$ cat src/rtl/rs_station_pkg.sv
// Shared types and constants for the ALU reservation station.
package rs_station_pkg;

  localparam int DataLength   = 32;
  localparam int PcLength     = 32;
  localparam int OpcodeLength = 6;

  localparam logic [PcLength-1:0] NoTag = 32'hFFFFFFFF;
  localparam logic True  = 1'b1;
  localparam logic False = 1'b0;

  localparam logic [OpcodeLength-1:0] OpAdd   = 6'h01;
  localparam logic [OpcodeLength-1:0] OpSub   = 6'h02;
  localparam logic [OpcodeLength-1:0] OpLoad  = 6'h20;
  localparam logic [OpcodeLength-1:0] OpStore = 6'h28;

  typedef struct packed {
    logic [OpcodeLength-1:0] op;
    logic [PcLength-1:0]     pc;
    logic [DataLength-1:0]   imm;
    logic [DataLength-1:0]   v1;
    logic [PcLength-1:0]     q1;
    logic [DataLength-1:0]   v2;
    logic [PcLength-1:0]     q2;
  } rs_entry_t;

endpackage

$ cat src/rtl/rs_station_select.sv
// Lowest-index priority encoder with a found flag.
module rs_station_select #(
  parameter int N  = 8,
  parameter int IW = 3
) (
  input  logic [N-1:0]  req,
  output logic [IW-1:0] idx,
  output logic          found
);

  always_comb begin
    idx   = '0;
    found = 1'b0;
    for (int i = N - 1; i >= 0; i--) begin
      if (req[i]) begin
        idx   = IW'(i);
        found = 1'b1;
      end
    end
  end

endmodule

$ cat src/rtl/rs_station.sv
// ALU reservation station: dispatch, commit wake-up, in-order-by-index issue, flush.
// Optional RS_FORWARD_EN lets a same-cycle commit make an entry issuable.
module rs_station
  import rs_station_pkg::*;
#(
  parameter int RsSize    = 8,
  parameter int IdxLength = 2
) (
  input  logic                    clk,
  input  logic                    rst,
  input  logic                    is_empty_from_rob,
  input  logic                    is_sl_from_rob,
  input  logic [PcLength-1:0]     pc_from_rob,
  input  logic [OpcodeLength-1:0] op_from_rob,
  input  logic [DataLength-1:0]   v1_from_rob,
  input  logic [DataLength-1:0]   v2_from_rob,
  input  logic [PcLength-1:0]     q1_from_rob,
  input  logic [PcLength-1:0]     q2_from_rob,
  input  logic [DataLength-1:0]   imm_from_rob,
  input  logic                    is_commit_from_rob,
  input  logic [PcLength-1:0]     commit_pc_from_rob,
  input  logic [DataLength-1:0]   commit_data_from_rob,
  input  logic                    is_exception_from_rob,
  input  logic                    is_stall_from_alu,
  output logic                    is_stall_to_rob,
  output logic                    is_valid_to_alu,
  output logic [OpcodeLength-1:0] op_to_alu,
  output logic [PcLength-1:0]     pc_to_alu,
  output logic [DataLength-1:0]   v1_to_alu,
  output logic [DataLength-1:0]   v2_to_alu,
  output logic [DataLength-1:0]   imm_to_alu
);

  localparam int IW = IdxLength + 1;

  rs_entry_t             ent_p0 [RsSize];
  logic [RsSize-1:0]     vld_p0, vld_nxt, hit1, hit2, rdy_req;
  logic [IW-1:0]         free_idx, rdy_idx;
  logic                  free_found, rdy_found;
  logic                  dispatch_en, load_en, issue_en, stall_nxt;
  logic [DataLength-1:0] iss_v1, iss_v2, cap_v1, cap_v2;
  logic [PcLength-1:0]   cap_q1, cap_q2;

  // A NoTag operand never matches, even if the broadcast tag happens to equal NoTag.
  function automatic logic tag_hit(input logic [PcLength-1:0] q, input logic cvld,
                                   input logic [PcLength-1:0] cpc);
    return cvld && (q != NoTag) && (q == cpc);
  endfunction

  always_comb begin
    hit1    = '0;
    hit2    = '0;
    rdy_req = '0;
    for (int i = 0; i < RsSize; i++) begin
      hit1[i] = tag_hit(ent_p0[i].q1, is_commit_from_rob, commit_pc_from_rob);
      hit2[i] = tag_hit(ent_p0[i].q2, is_commit_from_rob, commit_pc_from_rob);
`ifdef RS_FORWARD_EN
      rdy_req[i] = vld_p0[i] && ((ent_p0[i].q1 == NoTag) || hit1[i])
                             && ((ent_p0[i].q2 == NoTag) || hit2[i]);
`else
      rdy_req[i] = vld_p0[i] && (ent_p0[i].q1 == NoTag) && (ent_p0[i].q2 == NoTag);
`endif
    end
  end

  rs_station_select #(.N(RsSize), .IW(IW)) u_free_sel (
    .req   (~vld_p0),
    .idx   (free_idx),
    .found (free_found)
  );

  rs_station_select #(.N(RsSize), .IW(IW)) u_rdy_sel (
    .req   (rdy_req),
    .idx   (rdy_idx),
    .found (rdy_found)
  );

  always_comb begin
    dispatch_en = !is_empty_from_rob && !is_sl_from_rob && free_found;
    load_en     = !is_valid_to_alu || !is_stall_from_alu;
    issue_en    = load_en && rdy_found;

    vld_nxt = vld_p0;
    if (issue_en)    vld_nxt[rdy_idx]  = False;
    if (dispatch_en) vld_nxt[free_idx] = True;
    if (is_exception_from_rob) vld_nxt = '0;
    stall_nxt = $countones(vld_nxt) > (RsSize - 2);

    cap_v1 = v1_from_rob;
    cap_q1 = q1_from_rob;
    if (tag_hit(q1_from_rob, is_commit_from_rob, commit_pc_from_rob)) begin
      cap_v1 = commit_data_from_rob;
      cap_q1 = NoTag;
    end
    cap_v2 = v2_from_rob;
    cap_q2 = q2_from_rob;
    if (tag_hit(q2_from_rob, is_commit_from_rob, commit_pc_from_rob)) begin
      cap_v2 = commit_data_from_rob;
      cap_q2 = NoTag;
    end

    iss_v1 = ent_p0[rdy_idx].v1;
    iss_v2 = ent_p0[rdy_idx].v2;
`ifdef RS_FORWARD_EN
    if (hit1[rdy_idx]) iss_v1 = commit_data_from_rob;
    if (hit2[rdy_idx]) iss_v2 = commit_data_from_rob;
`endif
  end

  // Stage p0 -> p1: entry table bookkeeping and the issue register
  always_ff @(posedge clk or negedge rst) begin
    if (!rst) begin
      vld_p0          <= '0;
      is_stall_to_rob <= False;
      is_valid_to_alu <= False;
      op_to_alu       <= '0;
      pc_to_alu       <= '0;
      v1_to_alu       <= '0;
      v2_to_alu       <= '0;
      imm_to_alu      <= '0;
    end else begin
      vld_p0          <= vld_nxt;
      is_stall_to_rob <= stall_nxt;
      if (is_exception_from_rob) begin
        is_valid_to_alu <= False;
      end else if (load_en) begin
        is_valid_to_alu <= rdy_found;
        if (rdy_found) begin
          op_to_alu  <= ent_p0[rdy_idx].op;
          pc_to_alu  <= ent_p0[rdy_idx].pc;
          imm_to_alu <= ent_p0[rdy_idx].imm;
          v1_to_alu  <= iss_v1;
          v2_to_alu  <= iss_v2;
        end
      end
    end
  end

  always_ff @(posedge clk) begin
    if (!is_exception_from_rob) begin
      for (int i = 0; i < RsSize; i++) begin
        if (vld_p0[i] && hit1[i]) begin
          ent_p0[i].v1 <= commit_data_from_rob;
          ent_p0[i].q1 <= NoTag;
        end
        if (vld_p0[i] && hit2[i]) begin
          ent_p0[i].v2 <= commit_data_from_rob;
          ent_p0[i].q2 <= NoTag;
        end
      end
      if (dispatch_en) begin
        ent_p0[free_idx] <= '{op: op_from_rob, pc: pc_from_rob, imm: imm_from_rob,
                              v1: cap_v1, q1: cap_q1, v2: cap_v2, q2: cap_q2};
      end
    end
  end

endmodule

$ cat config.mk
export PLATFORM = sky130hd
export DESIGN_NAME = rs_station
export DESIGN_NICKNAME = d
export VERILOG_FILES = /design/src/rtl/rs_station_pkg.sv /design/src/rtl/rs_station_select.sv /design/src/rtl/rs_station.sv
export SDC_FILE = /design/constraint.sdc
export NUM_CORES = 2
export LEC_CHECK = 0
export BUFFER_PORTS_ARGS = -buffer_cell sky130_fd_sc_hd__buf_2
export CELL_PAD_IN_SITES_DETAIL_PLACEMENT = 1
export CELL_PAD_IN_SITES_GLOBAL_PLACEMENT = 1
export CORE_MARGIN = 2
export CORE_UTILIZATION = 45
export CTS_CLUSTER_SIZE = 25
export DETAILED_ROUTE_END_ITERATION = 16
export PLACE_DENSITY = 0.7
export SETUP_SLACK_MARGIN = 0.2
export SLEW_MARGIN = 20
export SYNTH_ARGS = -nofsm -noshare
export SYNTH_HDL_FRONTEND = slang
export SYNTH_SLANG_ARGS = --single-unit
$ cat constraint.sdc
create_clock -name clk -period 8.5 [get_ports clk]
set_input_delay 1.275 -clock clk [delete_from_list [all_inputs] [get_ports clk]]
set_output_delay 1.275 -clock clk [all_outputs]
set_load 0.02 [all_outputs]
* Word level (Yosys, flattened, before mapping)
Memories as Yosys holds them, arrays and structs flattened. A register that Yosys moved wholly into a read port is not among the register bits. Cells that the tools add are included.
Cells by class: add/subtract/negate cells 7, equality and inequality tests 52, bitwise logic cells 5, multiplexer cells 96, magnitude comparators 5, reductions and logical operators 81
Operator list (count):
- 32-bit == test | 18
- 32-bit != test (second input constant) | 18
- 32-bit == test (second input constant) | 16
- 32-bit 2-to-1 mux | 4
- 1-bit logical AND | 73
- 1-bit 2-to-1 mux | 71
- 3-bit 2-to-1 mux | 16
- 8-bit 2-to-1 mux | 3
- 8-bit inverter | 2
- 1-bit by 1-bit adder with 2-bit output | 4
- 8-bit bitwise AND | 1
- 3-bit by 4-bit < comparator with 1-bit output (second input constant) | 2
- 8-bit bitwise OR | 1
- 2-bit by 2-bit adder with 3-bit output | 2
- 1-bit demux with 3-bit select | 2
- 3-bit by 1-bit >= comparator with 1-bit output (second input constant) | 2
- 1-bit zero test | 5
- 3-bit by 3-bit adder with 4-bit output | 1
- 4-bit by 3-bit greater-than comparator with 1-bit output (second input constant) | 1
- 3-bit AND reduction | 1
- 2-bit nonzero test | 1
- 1-bit logical OR | 1
- 1-bit inverter | 1
Storage, ports and cells: flip-flop bits (word level) 10, input port bits 269, memory bits (writable) 1584, word-level logic and storage cells 250, memories kept 1, output and inout bits 136
Memory list:
- ent_p0 | words 8, width 198, rd ports 9, clocked after Yosys merged registers in 1, write ports 9, line rs_station.sv:36 | rs_entry_t ent_p0 [RsSize];

* Logic depth before layout (Yosys ltp)
An unclocked memory read counts as a cell.
depth after elaboration 26, gate-level depth with buffers 18, depth with buffers taken out 17

* Hierarchy
Synthesis repeated with hierarchy kept, for this count alone.
Unflattened totals: cell total of the unflattened synthesis 6668, area, all modules 83498.8 um2
Modules (own cells, without submodules):
- rs_station | sequential area each 51169.1 um2, area an instance 83338.7 um2, instances 1, cells an instance 6642
- rs_station_select | sequential area each 0.0 um2, area an instance 80.1 um2, instances 2, cells an instance 13

* Least setup slack after synthesis
No wires, ideal clock.
path type in2reg, start point input port commit_pc_from_rob[8], end point memory ent_p0[5][0] in the netlist's numbering, enable pin, setup slack 525 ps, data arrival time 7394 ps, stages on the path 6, path buffers 2, data required time 7919 ps, setup time 581 ps, cells stage by stage clkbuf_1 buf_1 xor2_1 nor4_1 nand4_1 o31ai_1
RTL lines:
- from (decl) | line rs_station.sv:21 | input logic [PcLength-1:0] commit_pc_from_rob,
- to (decl) | line rs_station.sv:36

==> flow_summary_export.csv <==
group,metric,value,unit
outcome,status,"finished clean",
floorplan,rows,150,
logic_synthesis,async_flop_share,0.0833,
logic_synthesis,synth-main-ff-cell,"edfxtp_1",
power,vdd_drop_max,239,uV
global_route,grt_use_met3,0.0458,
logic_synthesis,syn_inst,6102,
floorplan,pin_count,405,
clock_network,post_cts_buffers,0,
worst_setup_path,path_cells,"nand4_1 -> nor4_1 -> nand4_1 -> o32ai_4 -> nor3_4 -> buf_4 -> a21oi_1 -> nand3_1 -> a31o_2 -> fa_1 -> inv_1 -> fa_1 -> fa_1 -> inv_1 -> ha_1 -> fa_1 -> xor2_1 -> a32o_1",
power,pwr-share-comb,0.054,
run,cap_violations,0,
floorplan,start_util,0.454,
timing,slew_viol_final,0,
placement,place_inst,8426,
worst_setup_path,cp-start-kind,"flop",
global_route,grt_first_pass_wirelength,409000,um
worst_setup_path,path_common_cell,"fa_1",
power,power.total,18.7,mW
clock_network,htree_levels,4,
worst_setup_path,cpPeakStageDelay,0.93,ns
power,powerDensity,215,mW/mm^2
logic_synthesis,yosys_register_bits,1728,
timing,worstMarginPinSlew,1.33,ns
clock_network,clk_pin_slew,0.06,ns
global_route,grt_pass1_vias,58008,
logic_synthesis,syn_avg_cell_area,12.4,sq um
placement,dpl_cell_area,0.0807,sq mm
detailed_routing,via_per_inst,6.43,
power,p_sw,4.25,mW
clock_network,ctsResizeCount,0,
timing,layout_min_cycle_time,6.39,ns
worst_setup_path,path_class,"reg -> reg",
global_route,grt-ovfl-total,0,
logic_synthesis,synth_top_area_frac,0.626,
placement,portBuffers,404,
global_route,busiest_layer,"met2",
timing,finalHoldViolations,0,
worst_setup_path,path_max_fanout,48,
power,p_sw_frac,0.228,
cells_and_area,fin_cells,8793,
global_route,antenna_found_initial,24,
timing,fin_crit_sh,0.752,
logic_synthesis,ys_warn_count,0,
clock_network,root_buffer,"clkbuf_16",
cells_and_area,nets,6687,
detailed_routing,dr.pass1.iters,9,
placement,gp_congestion,0.947,
global_route,grt_usage,0.329,
floorplan,dieArea,0.172,sq mm
detailed_routing,drt_iter0_markers,7356,
logic_synthesis,synth_edf_count,1584,
detailed_routing,antenna_left,0,
clock_network,cts_buffers,186,
detailed_routing,wl,289000,um
clock_network,worst_skew_pair.late_latency,0.85,ns
logic_synthesis,synth_nets,6378,
timing,setup_viol,0,
floorplan,fp.dieW,415,um
timing,max_freq,156,MHz
cells_and_area,syn2layout_area_growth,14.5,%
floorplan,core-area,0.167,sq mm
detailed_routing,via_count,56497,
timing,rsz0062_at_grt,"no",
power,p_seq_frac,0.502,
placement,hpwlAfterDp,168000,um
global_route,grt_max_degree,173,
timing,slew-limit-headroom,0.115,
logic_synthesis,syn_area,0.0760,sq mm
timing,fin_tns_setup,0,ns
logic_synthesis,ys_seq_area_frac,0.674,
worst_setup_path,end_kind,"flop",
clock_network,cts_hold_buffers,0,
logic_synthesis,synth_cell_types,62,
min_path,hold_path_class,"reg -> reg",
cells_and_area,final_area,0.0870,sq mm
worst_setup_path,crit_required,9.23,ns
global_route,grt_use_met1,0.423,
floorplan,fp.dieH,415,um
worst_setup_path,slowest_stage,"nor4_1",
worst_setup_path,arrival,7.12,ns
detailed_routing,drc,0,
logic_synthesis,ys_top_cells_by_count,"edfxtp_1, nand2_1, a21oi_1",
global_route,use_met2,0.536,
timing,skew,0.0407,ns
power,intPower,14.4,mW
clock_network,clock-sinks,1728,
power,leakage,30.6,nW
clock_network,cts_tree,"yes",
cells_and_area,drive_above_1_share,0.140,
clock_network,cts_buffer_depth,3,
logic_synthesis,yosys-top-cells-area,"edfxtp_1, dfrtp_1, nand2_1, xor2_1, a21oi_1",
logic_synthesis,synth_area_leader_cell,"edfxtp_1",
logic_synthesis,yosysMostFrequentCell,"edfxtp_1",
detailed_routing,wl_per_cell,32.9,um
power,p_clk_frac,0.445,
-- state kept, by name, indices dropped and copies added (netlist names) --
| signal | cells |
|---|---|
| ent_p0 | 1584 |
| imm_to_alu | 32 |
| is_stall_to_rob | 1 |
| is_valid_to_alu | 1 |
| op_to_alu | 6 |
| pc_to_alu | 32 |
| v1_to_alu | 32 |
| v2_to_alu | 32 |
| vld_p0 | 8 |
-- area by class of cell --
type                    instances  area [sq um]
diodes                         17          42.5
repair buffers                567          3360
clock buffers                 242          5110
flip-flops and latches       1728         51200
fillers                     17045         80400
clock inverters               107          1120
well taps                    2204          2760
inverters                      26           158
multi-input cells            3902         23200
-- power by group through the flow --
stage	Clock (mW)	Sequential [mW]	Combinational [mW]
floorplan	0	9.57	0.431
global placement	0	9.54	0.943
detailed placement	0	9.54	0.965
CTS	8.34	9.37	0.973
global route	8.65	9.37	1.04
finish	8.30	9.37	0.999
-- layout by cell type (no fill, tap or decap), types with 84 or more instances in the layout --
cell type	instances
a21oi_1	557
a221oi_1	84
a222oi_1	106
a22oi_1	174
buf_2	403
buf_4	154
clkbuf_16	190
dfrtp_1	144
edfxtp_1	1584
mux2i_1	104
nand2_1	927
nand3_1	153
nand4_1	263
nor2_1	400
nor4_1	119
o21ai_0	197
xnor2_1	230
xor2_1	347
-- path summary, 6_finish.rpt --
check / startpoint / end / slack (ns) / cells after the start
hold / removal: imm_to_alu[18] / imm_to_alu[18] / 0.47 / 2
setup / recovery: ent_p0[4][10] / is_stall_to_rob / 2.11 / 18
max in group asynchronous: rst / v2_to_alu[26] / 6.69 / 2
hold reg to reg: imm_to_alu[18] / imm_to_alu[18] / 0.47 / 2
setup reg to reg: ent_p0[4][10] / is_stall_to_rob / 2.11 / 18
min in group asynchronous: rst / v1_to_alu[8] / 0.49 / 1
-- kinds of logic (layout without fill, tap and decap cells) --
kind of cell	after synthesis	after routing	synth area share
AO/OA/AOI/OAI	1278	1278	0.107
XOR/XNOR	577	577	0.0665
adder cells (fa/ha/maj)	7	7	0.00155
buffers and inverters	472	942	0.0251
flip-flops	1728	1728	0.674
multiplexers	104	104	0.0137
other	0	17	0
AND/OR/NAND/NOR	1936	1936	0.113
-- critical path: cells and delay by family (launching register included) --
family / cells / cell delay (ns)
AO/OA/AOI/OAI: 4 / 1.46
XOR/XNOR: 1 / 0.17
adder cells (fa/ha/maj): 5 / 2.13
AND/OR/NAND/NOR: 5 / 1.62
buffers and inverters: 3 / 0.47
flip-flops: 1 / 0.39
-- per-layer routing --
| layer | vias up | share of wire |
|---|---|---|
| li1 | 23557 | - |
| met1 | 28907 | 0.37 |
| met2 | 3246 | 0.47 |
| met3 | 783 | 0.092 |
| met4 | 4 | 0.063 |
| met5 | - | 0.00010 |
-- through the flow --
step / utilization / hold slack, ns / setup WS (ns)
3_3_place_gp: 0.482 / 0.449 / 2.30
3_5_place_dp: 0.482 / 0.455 / 2.24
5_1_grt: 0.519 / 0.479 / 2.00
2_1_floorplan: - / 0.523 / 0.525
4_1_cts: 0.519 / 0.468 / 2.18
6_report: 0.519 / 0.469 / 2.11
No activity file was read; power rests on OpenSTA's default activity.
